[src/rtl/fm_i2s_tx.sv]
// I2S (Philips) master transmitter: FIFO-buffered mono samples sent in both slots of each frame.
// All outputs registered; a sample arriving with the FIFO full and no pop is dropped and flagged.
module fm_i2s_tx #(
  parameter int CLK_DIV    = 16,
  parameter int SAMPLE_W   = 16,
  parameter int SLOT_W     = 32,
  parameter int FIFO_DEPTH = 4
) (
  input  logic                        clk,
  input  logic                        rst,
  input  logic                        enable,
  input  logic signed [SAMPLE_W-1:0]  sample,
  input  logic                        sample_valid,
  input  logic                        clr_flags,
  output logic                        i2s_bclk,
  output logic                        i2s_lrclk,
  output logic                        i2s_sdata,
  output logic [$clog2(FIFO_DEPTH):0] fifo_level,
  output logic                        overflow,
  output logic                        underrun
);

  localparam int DIV_W  = $clog2(CLK_DIV);
  localparam int BIT_W  = $clog2(2 * SLOT_W);
  localparam int POS_W  = $clog2(SLOT_W);
  localparam int PTR_W  = $clog2(FIFO_DEPTH);
  localparam int LVL_W  = PTR_W + 1;
  localparam int SIDX_W = $clog2(SAMPLE_W);

  localparam logic [DIV_W-1:0] DIV_LAST = DIV_W'(CLK_DIV - 1);
  localparam logic [LVL_W-1:0] LVL_FULL = LVL_W'(FIFO_DEPTH);

  logic [DIV_W-1:0]    div_q, div_d;
  logic                bclk_q, bclk_d;
  logic [BIT_W-1:0]    bit_q, bit_d;
  logic                lrclk_q, lrclk_d;
  logic                sdata_q, sdata_d;
  logic [SAMPLE_W-1:0] word_q, word_d;
  logic [PTR_W-1:0]    rd_q, rd_d;
  logic [PTR_W-1:0]    wr_q, wr_d;
  logic [LVL_W-1:0]    lvl_q, lvl_d;
  logic                ovf_q, ovf_d;
  logic                und_q, und_d;
  logic                en_q;

  logic [SAMPLE_W-1:0] mem_q [FIFO_DEPTH];

  logic                fall;
  logic                frame_start;
  logic                pop;
  logic                push;
  logic [POS_W-1:0]    pos;
  logic [SIDX_W-1:0]   idx;

  always_comb begin
    div_d       = div_q;
    bclk_d      = bclk_q;
    bit_d       = bit_q;
    lrclk_d     = lrclk_q;
    sdata_d     = sdata_q;
    word_d      = word_q;
    rd_d        = rd_q;
    wr_d        = wr_q;
    lvl_d       = lvl_q;
    ovf_d       = ovf_q;
    und_d       = und_q;
    fall        = 1'b0;
    frame_start = 1'b0;
    pop         = 1'b0;
    push        = 1'b0;
    pos         = '0;
    idx         = '0;

    // Set events below override this clear, so a same-cycle set wins.
    if (clr_flags) begin
      ovf_d = 1'b0;
      und_d = 1'b0;
    end

    if (!enable) begin
      div_d   = '0;
      bclk_d  = 1'b0;
      bit_d   = '0;
      lrclk_d = 1'b0;
      sdata_d = 1'b0;
      word_d  = '0;
      rd_d    = '0;
      wr_d    = '0;
      lvl_d   = '0;
    end else begin
      if (div_q == DIV_LAST) begin
        div_d  = '0;
        bclk_d = ~bclk_q;
        fall   = bclk_q;
      end else begin
        div_d = div_q + 1'b1;
      end

      if (fall) begin
        bit_d = bit_q + 1'b1;
        frame_start = (bit_q == '1);
      end
      if (!en_q) frame_start = 1'b1;
      lrclk_d = bit_d[BIT_W-1];

      if (frame_start) begin
        if (lvl_q != '0) begin
          pop    = 1'b1;
          word_d = mem_q[rd_q];
          rd_d   = rd_q + 1'b1;
        end else begin
          word_d = '0;
          und_d  = 1'b1;
        end
      end

      if (sample_valid) begin
        if (lvl_q != LVL_FULL || pop) begin
          push = 1'b1;
          wr_d = wr_q + 1'b1;
        end else begin
          ovf_d = 1'b1;
        end
      end
      lvl_d = lvl_q + LVL_W'(push) - LVL_W'(pop);

      // Slot position 0 is the one-BCLK I2S delay; the word follows MSB first.
      if (fall) begin
        pos     = bit_d[POS_W-1:0];
        sdata_d = 1'b0;
        if (pos != '0 && int'(pos) <= SAMPLE_W) begin
          idx     = SIDX_W'(SAMPLE_W - int'(pos));
          sdata_d = word_d[idx];
        end
      end
    end
  end

  always_ff @(posedge clk) begin
    if (rst) begin
      div_q   <= '0;
      bclk_q  <= 1'b0;
      bit_q   <= '0;
      lrclk_q <= 1'b0;
      sdata_q <= 1'b0;
      word_q  <= '0;
      rd_q    <= '0;
      wr_q    <= '0;
      lvl_q   <= '0;
      ovf_q   <= 1'b0;
      und_q   <= 1'b0;
      en_q    <= 1'b0;
    end else begin
      div_q   <= div_d;
      bclk_q  <= bclk_d;
      bit_q   <= bit_d;
      lrclk_q <= lrclk_d;
      sdata_q <= sdata_d;
      word_q  <= word_d;
      rd_q    <= rd_d;
      wr_q    <= wr_d;
      lvl_q   <= lvl_d;
      ovf_q   <= ovf_d;
      und_q   <= und_d;
      en_q    <= enable;
    end
  end

  always_ff @(posedge clk) begin
    if (push) mem_q[wr_q] <= sample;
  end

  assign i2s_bclk   = bclk_q;
  assign i2s_lrclk  = lrclk_q;
  assign i2s_sdata  = sdata_q;
  assign fifo_level = lvl_q;
  assign overflow   = ovf_q;
  assign underrun   = und_q;

endmodule

[config.mk]
export PLATFORM = sky130hd
export DESIGN_NAME = fm_i2s_tx
export DESIGN_NICKNAME = d
export VERILOG_FILES = /design/src/rtl/fm_i2s_tx.sv
export SDC_FILE = /design/constraint.sdc
export NUM_CORES = 1
export LEC_CHECK = 0
export ABC_AREA = 1
export CORE_UTILIZATION = 60
export DETAILED_ROUTE_END_ITERATION = 7
export PLACE_DENSITY = 0.81
export SYNTH_ARGS = -nofsm -noshare
export SYNTH_HDL_FRONTEND = slang
export SYNTH_SLANG_ARGS = --single-unit
[constraint.sdc]
create_clock -name clk -period 4.62 [get_ports clk]
set_input_delay 0.462 -clock clk [delete_from_list [all_inputs] [get_ports clk]]
set_output_delay 0.462 -clock clk [all_outputs]
set_load 0.02 [all_outputs]
Word level (Yosys, flattened, before mapping). Memory sizes are Yosys's and may differ from the RTL's. A register that Yosys moved wholly into a read port is not among the register bits. Index checks and enable logic that the tools add are counted.

Memories kept: 1. Word-level logic and storage cells: 67. Flip-flop bits (word level): 39. Input port bits: 21. Memory bits (writable): 64.

Memories: mem_q (words 4, width 16, rd ports 1, clocked after Yosys merged registers in 1, write ports 1, RTL line 46) `logic [SAMPLE_W-1:0] mem_q [FIFO_DEPTH];`.

Muxes and demuxes: 32. Equality and inequality tests: 3. Bitwise logic cells: 2. Reductions and logical operators: 8. Magnitude comparators: 2. Add/subtract/negate cells: 7.

Operators with widths (number): two-way mux 16 bit (3); two-way mux 1 bit (24); two-way mux 6 bit (2); adder 6 x 1 -> 6 bit, second input constant (1); == test 6 bit, second input constant (1); less-or-equal comparator 5 bit, second input constant (1); less-than comparator 4 x 5 -> 1 bit, second input constant (1); nonzero test 5 bit (1); adder 2 x 1 -> 2 bit, second input constant (2); adder 4 x 1 -> 4 bit, second input constant (1); binary-select mux 1 bit (select 4 bit) (1); == test 4 bit, second input constant (1); two-way mux 2 bit (2); AND reduction 2 bit (2); subtractor 1 x 4 -> 4 bit, first input constant (1); adder 3 x 1 -> 3 bit (1); != test 3 bit, second input constant (1); nonzero test 3 bit (1); OR reduction 3 bit (1); subtractor 3 x 1 -> 3 bit (1); inverter 1 bit (2); OR reduction 2 bit (1); logical AND 1 bit (1); logical OR 1 bit (1).

Logic depth before layout (Yosys ltp).
Depth in word-level cells: 15. Gate-level depth with buffers: 15.

Worst setup path after synthesis. Ideal clock, no wire load.

Path kind: reg2reg. From: register bit_q[0]. To: register lvl_q[2] (netlist: fifo_level[2]). Period minus slack after synthesis: 2405 ps. Data required time: 4550 ps. Data arrival time: 2335 ps. Setup slack: 2215 ps. Cell stages (with the launch flop): 16. Cell sequence: dfxtp_1 > ha_1 > nand3_1 > nor2_1 > nand2_4 > nand2_8 > inv_2 > nand3_1 > nand2_1 > ha_1 > inv_1 > ha_1 > fa_1 > inv_1 > o21ai_0 > a21oi_1.

Word-level cells in the longest chain between the ends: 12.

Ends and longest elaborated chain: start, declared (RTL line 35) `logic [BIT_W-1:0] bit_q, bit_d;`; start signal, assigned (RTL line 156) `bit_q <= bit_d;`; == test 6 bit * (RTL line 101) `frame_start = (bit_q == '1);`; two-way mux 1 bit * (RTL line 99) `if (fall) begin`; two-way mux 1 bit * (RTL line 103) `if (!en_q) frame_start = 1'b1;`; two-way mux 1 bit * (RTL line 80) `if (!enable) begin`; two-way mux 1 bit * (RTL line 106) `if (frame_start) begin`; two-way mux 1 bit * (RTL line 80); logical OR 1 bit (RTL line 118) `if (lvl_q != LVL_FULL || pop) begin`; two-way mux 1 bit (RTL line 118); two-way mux 1 bit (RTL line 117) `if (sample_valid) begin`; two-way mux 1 bit (RTL line 80); adder 3 x 1 -> 3 bit (RTL line 125) `lvl_d = lvl_q + LVL_W'(push) - LVL_W'(pop);`; subtractor 3 x 1 -> 3 bit * (RTL line 125); end signal, assigned (RTL line 162) `lvl_q <= lvl_d;`; end, declared (RTL line 41) `logic [LVL_W-1:0] lvl_q, lvl_d;`.

Every way passes the cells marked *; elsewhere a longest branch is shown, timed or not. The select of a mux whose other input is x is not followed. A chain may end at the register's enable or synchronous reset.

Worst setup path after layout.
From: register div_q[0]. To: register lvl_q[2] (netlist: fifo_level[2]).

Word-level cells in the longest chain between the ends: 14.

Ends and longest elaborated chain: start, declared (RTL line 33) `logic [DIV_W-1:0] div_q, div_d;`; start signal, assigned (RTL line 154) `div_q <= div_d;`; == test 4 bit * (RTL line 91) `if (div_q == DIV_LAST) begin`; two-way mux 1 bit * (RTL line 91); two-way mux 1 bit * (RTL line 80); two-way mux 1 bit * (RTL line 99); two-way mux 1 bit * (RTL line 103); two-way mux 1 bit * (RTL line 80); two-way mux 1 bit * (RTL line 106); two-way mux 1 bit * (RTL line 80); logical OR 1 bit (RTL line 118); two-way mux 1 bit (RTL line 118); two-way mux 1 bit (RTL line 117); two-way mux 1 bit (RTL line 80); adder 3 x 1 -> 3 bit (RTL line 125); subtractor 3 x 1 -> 3 bit * (RTL line 125).

Marked as above.

==> impl_metrics.env <==
export IMPL_status="complete, no violations"
export IMPL_clk_pin_slew_ns=0.10
export IMPL_synth_edf_count=64
export IMPL_wl_per_cell_um=13.8
export IMPL_synth_commonest_cells="nand2_1 (129), nand3_1 (82), edfxtp_1 (64), inv_1 (42), nor2_1 (42)"
export IMPL_fp_dieH_um=89.2
export IMPL_skew_ns=0.00726
export IMPL_layout_drive_gt1_share_pct=6.98
export IMPL_syn2layout_area_growth_pct=11.1
export IMPL_ios=29
export IMPL_power_frac_clock_pct=29.4
export IMPL_core_mm2=0.00729
export IMPL_dp_final_hpwl_mm=5.73
export IMPL_r2r_slack_ns=1.78
export IMPL_syn_avg_cell_area_um2=9.39
export IMPL_yosysTopAreaCell="edfxtp_1"
export IMPL_grt_pass1_wl_mm=13.8
export IMPL_synth_most_common_cell="nand2_1"
export IMPL_syn_nets=517
export IMPL_fillers=558
export IMPL_rsz0062_at_grt="no"
export IMPL_cts_hold_buffers_added=0
export IMPL_initial_core_util_pct=62.6
export IMPL_hold_viol=0
export IMPL_syn_area_mm2=0.00456
export IMPL_drc=0
export IMPL_clock_sinks=104
export IMPL_maxSlewHeadroom_pct=51.8
export IMPL_vdd_drop_max_uv=222
export IMPL_p_sw_mw=0.443
export IMPL_insertion_delay_ns=0.36
export IMPL_track_usage_pct=23.3
export IMPL_worstSetupStartpoint="div_q[0]"
export IMPL_slew_violations=0
export IMPL_clock_path_buffers=2
export IMPL_worst_ep_required_time_ns=4.92
export IMPL_htree_levels=3
export IMPL_hold_class="flip-flop to flip-flop"
export IMPL_routabilityCongestion=0.833
export IMPL_die_w_um=89.2
export IMPL_fmax_mhz=352
export IMPL_seq_area_frac_synth_pct=59.7
export IMPL_regToRegEndpoint="fifo_level[2]"
export IMPL_pwr_share_seq_pct=59.3
export IMPL_p_int_mw=1.28
export IMPL_die_area_mm2=0.00796
export IMPL_r2r_cells=15
export IMPL_max_cap_viol_count=0
export IMPL_setup_viol=0
export IMPL_timing_final_crit_share_pct=61.4
export IMPL_firstDrtPassIters=6
export IMPL_postSynthCellCount=486
export IMPL_cts_resized_gates=0
export IMPL_ant_nets=0
export IMPL_cts_buffers=9
export IMPL_min_period_ns=2.84
export IMPL_tightestPinTransition_ns=0.722
export IMPL_cp_max_fo=18
export IMPL_grt_max_degree=35
export IMPL_leakage_nw=2.05
export IMPL_hold_path_startpoint="div_q[0]"
export IMPL_yosys_top_cells_area="edfxtp_1 (42%), dfxtp_1 (18%), nand2_1 (11%), nand3_1 (9.0%), inv_1 (3.5%)"
export IMPL_rr_startpoint="div_q[0]"
export IMPL_endpoint_kind="flip-flop"
export IMPL_min_to="div_q[0]"
export IMPL_synthFlopType="edfxtp_1"
export IMPL_path_class="flip-flop to flip-flop"
export IMPL_cts_tree="built"
export IMPL_port_buffers=28
export IMPL_rows=31
export IMPL_post_cts_buffers=0
export IMPL_n_antenna_cell=0
export IMPL_grt_overflow=0
export IMPL_synth_async_reset_ratio_pct=0
export IMPL_antenna_found_initial=0
export IMPL_swShare_pct=25.8
export IMPL_yosysUniqueCellTypes=34
export IMPL_clock_root_buffer="clkbuf_8"
export IMPL_dr_first_iter_drc_count=210
export IMPL_whs_path_depth=1
export IMPL_first_global_vias=3039
export IMPL_final_core_util_pct=69.5
export IMPL_yosysWarnings=0
export IMPL_yosysTopAreaCellShare_pct=42.1
export IMPL_vias_per_cell=5.35
export IMPL_finalSetupTns_ns=0
export IMPL_pwr_share_comb_pct=11.2
export IMPL_arrival_ns=3.14
export IMPL_ys_ff_latch=104
export IMPL_nNetsFinal=542
export IMPL_start_kind="flip-flop"
export IMPL_num_vias=3291
export IMPL_power_density_mw_per_mm2=339
export IMPL_drt_total_wl_mm=8.49
[critical path, stage by stage (launching register included)]
cell and delay [ns]:
dfxtp_1 0.37, ha_1 0.24, nand3_2 0.13, nor2_4 0.17
nand2_4 0.17, nand2_8 0.17, inv_2 0.07, nand3_1 0.10
nand2_1 0.14, ha_1 0.31, inv_1 0.04, ha_1 0.19
fa_1 0.37, inv_1 0.08, o21ai_0 0.08, a21oi_1 0.14
[layout by cell type, fill, tap and decap left out, types with 2 or more instances in the layout]
cell,count
nand4_2,2
inv_6,2
xnor2_1,3
o21ai_0,2
xor2_1,3
buf_4,5
nand3b_1,12
dfxtp_1,40
inv_2,8
clkbuf_8,9
o21ai_1,6
clkdlybuf4s50_1,28
clkinv_1,3
inv_1,42
nand2_1,129
nor2_1,42
edfxtp_1,64
ha_1,9
nand3_1,82
a21oi_1,9
[layout make-up]
type	instances	area (um^2)	area share (%)
sequential	104	2720	53.7
timing repair buffer	33	318	6.27
clock buffer	10	128	2.52
inverter	52	195	3.85
tap	99	124	2.44
clock inverter	6	42.5	0.840
multi-input combinational	311	1540	30.3
[how the worst max path moves through the flow]
stage,to,slack (ns),cells after the start
after floorplan,fifo_level[2],2.22,15
after global placement,i2s_sdata,1.78,9
after detailed placement,i2s_sdata,1.67,9
after CTS,fifo_level[2],1.77,15
after global routing,fifo_level[2],1.53,15
final,fifo_level[2],1.78,15
[sequential cells by signal (all words and copies together), names as in the netlist, named ones only]
name        cells
overflow        1
mem_q          64
div_q           4
underrun        1
i2s_sdata       1
rd_q            2
i2s_bclk        1
wr_q            2
fifo_level      3
bit_q           6
en_q            1
word_q         16
[kinds of logic after synthesis]
group / count (synthesis) / share of synthesized area (%)
XOR/XNOR: 6 / 1.15
AO/OA/AOI/OAI: 19 / 2.22
flip-flops: 104 / 59.7
buffers and inverters: 71 / 6.64
adder cells (fa/ha/maj): 10 / 2.91
AND/OR/NAND/NOR: 276 / 27.4
[per-layer routing]
layer | global-route usage (%) | share of wire (%)
met1 | 31.0 | 45
met3 | 4.80 | 5.3
met2 | 37.3 | 49
met5 | 0 | 0
met4 | 10.7 | 1.4
[power by group through the flow]
| stage | clock, mW | sequential, mW | combinational [mW] |
|---|---|---|---|
| 2_1_floorplan | 0 | 1.04 | 0.126 |
| 3_3_place_gp | 0 | 1.04 | 0.184 |
| 3_5_place_dp | 0 | 1.04 | 0.189 |
| 4_1_cts | 0.509 | 1.02 | 0.191 |
| 5_1_grt | 0.544 | 1.02 | 0.216 |
| 6_report | 0.506 | 1.02 | 0.193 |
[metrics by stage]
step                setup slack (ns)  cells  power (mW)  hold slack [ns]  cell area [um^2]
detailed placement              1.67    599        1.23            0.458              4900
finish                          1.78    615        1.72            0.471              5070
global route                    1.53    615        1.78            0.493              5070
floorplan                       2.22    486        1.17            0.418              4560
global placement                1.78    599        1.22            0.429              4900
CTS                             1.77    615        1.72            0.473              5070
(Power assumes the default switching activity.)
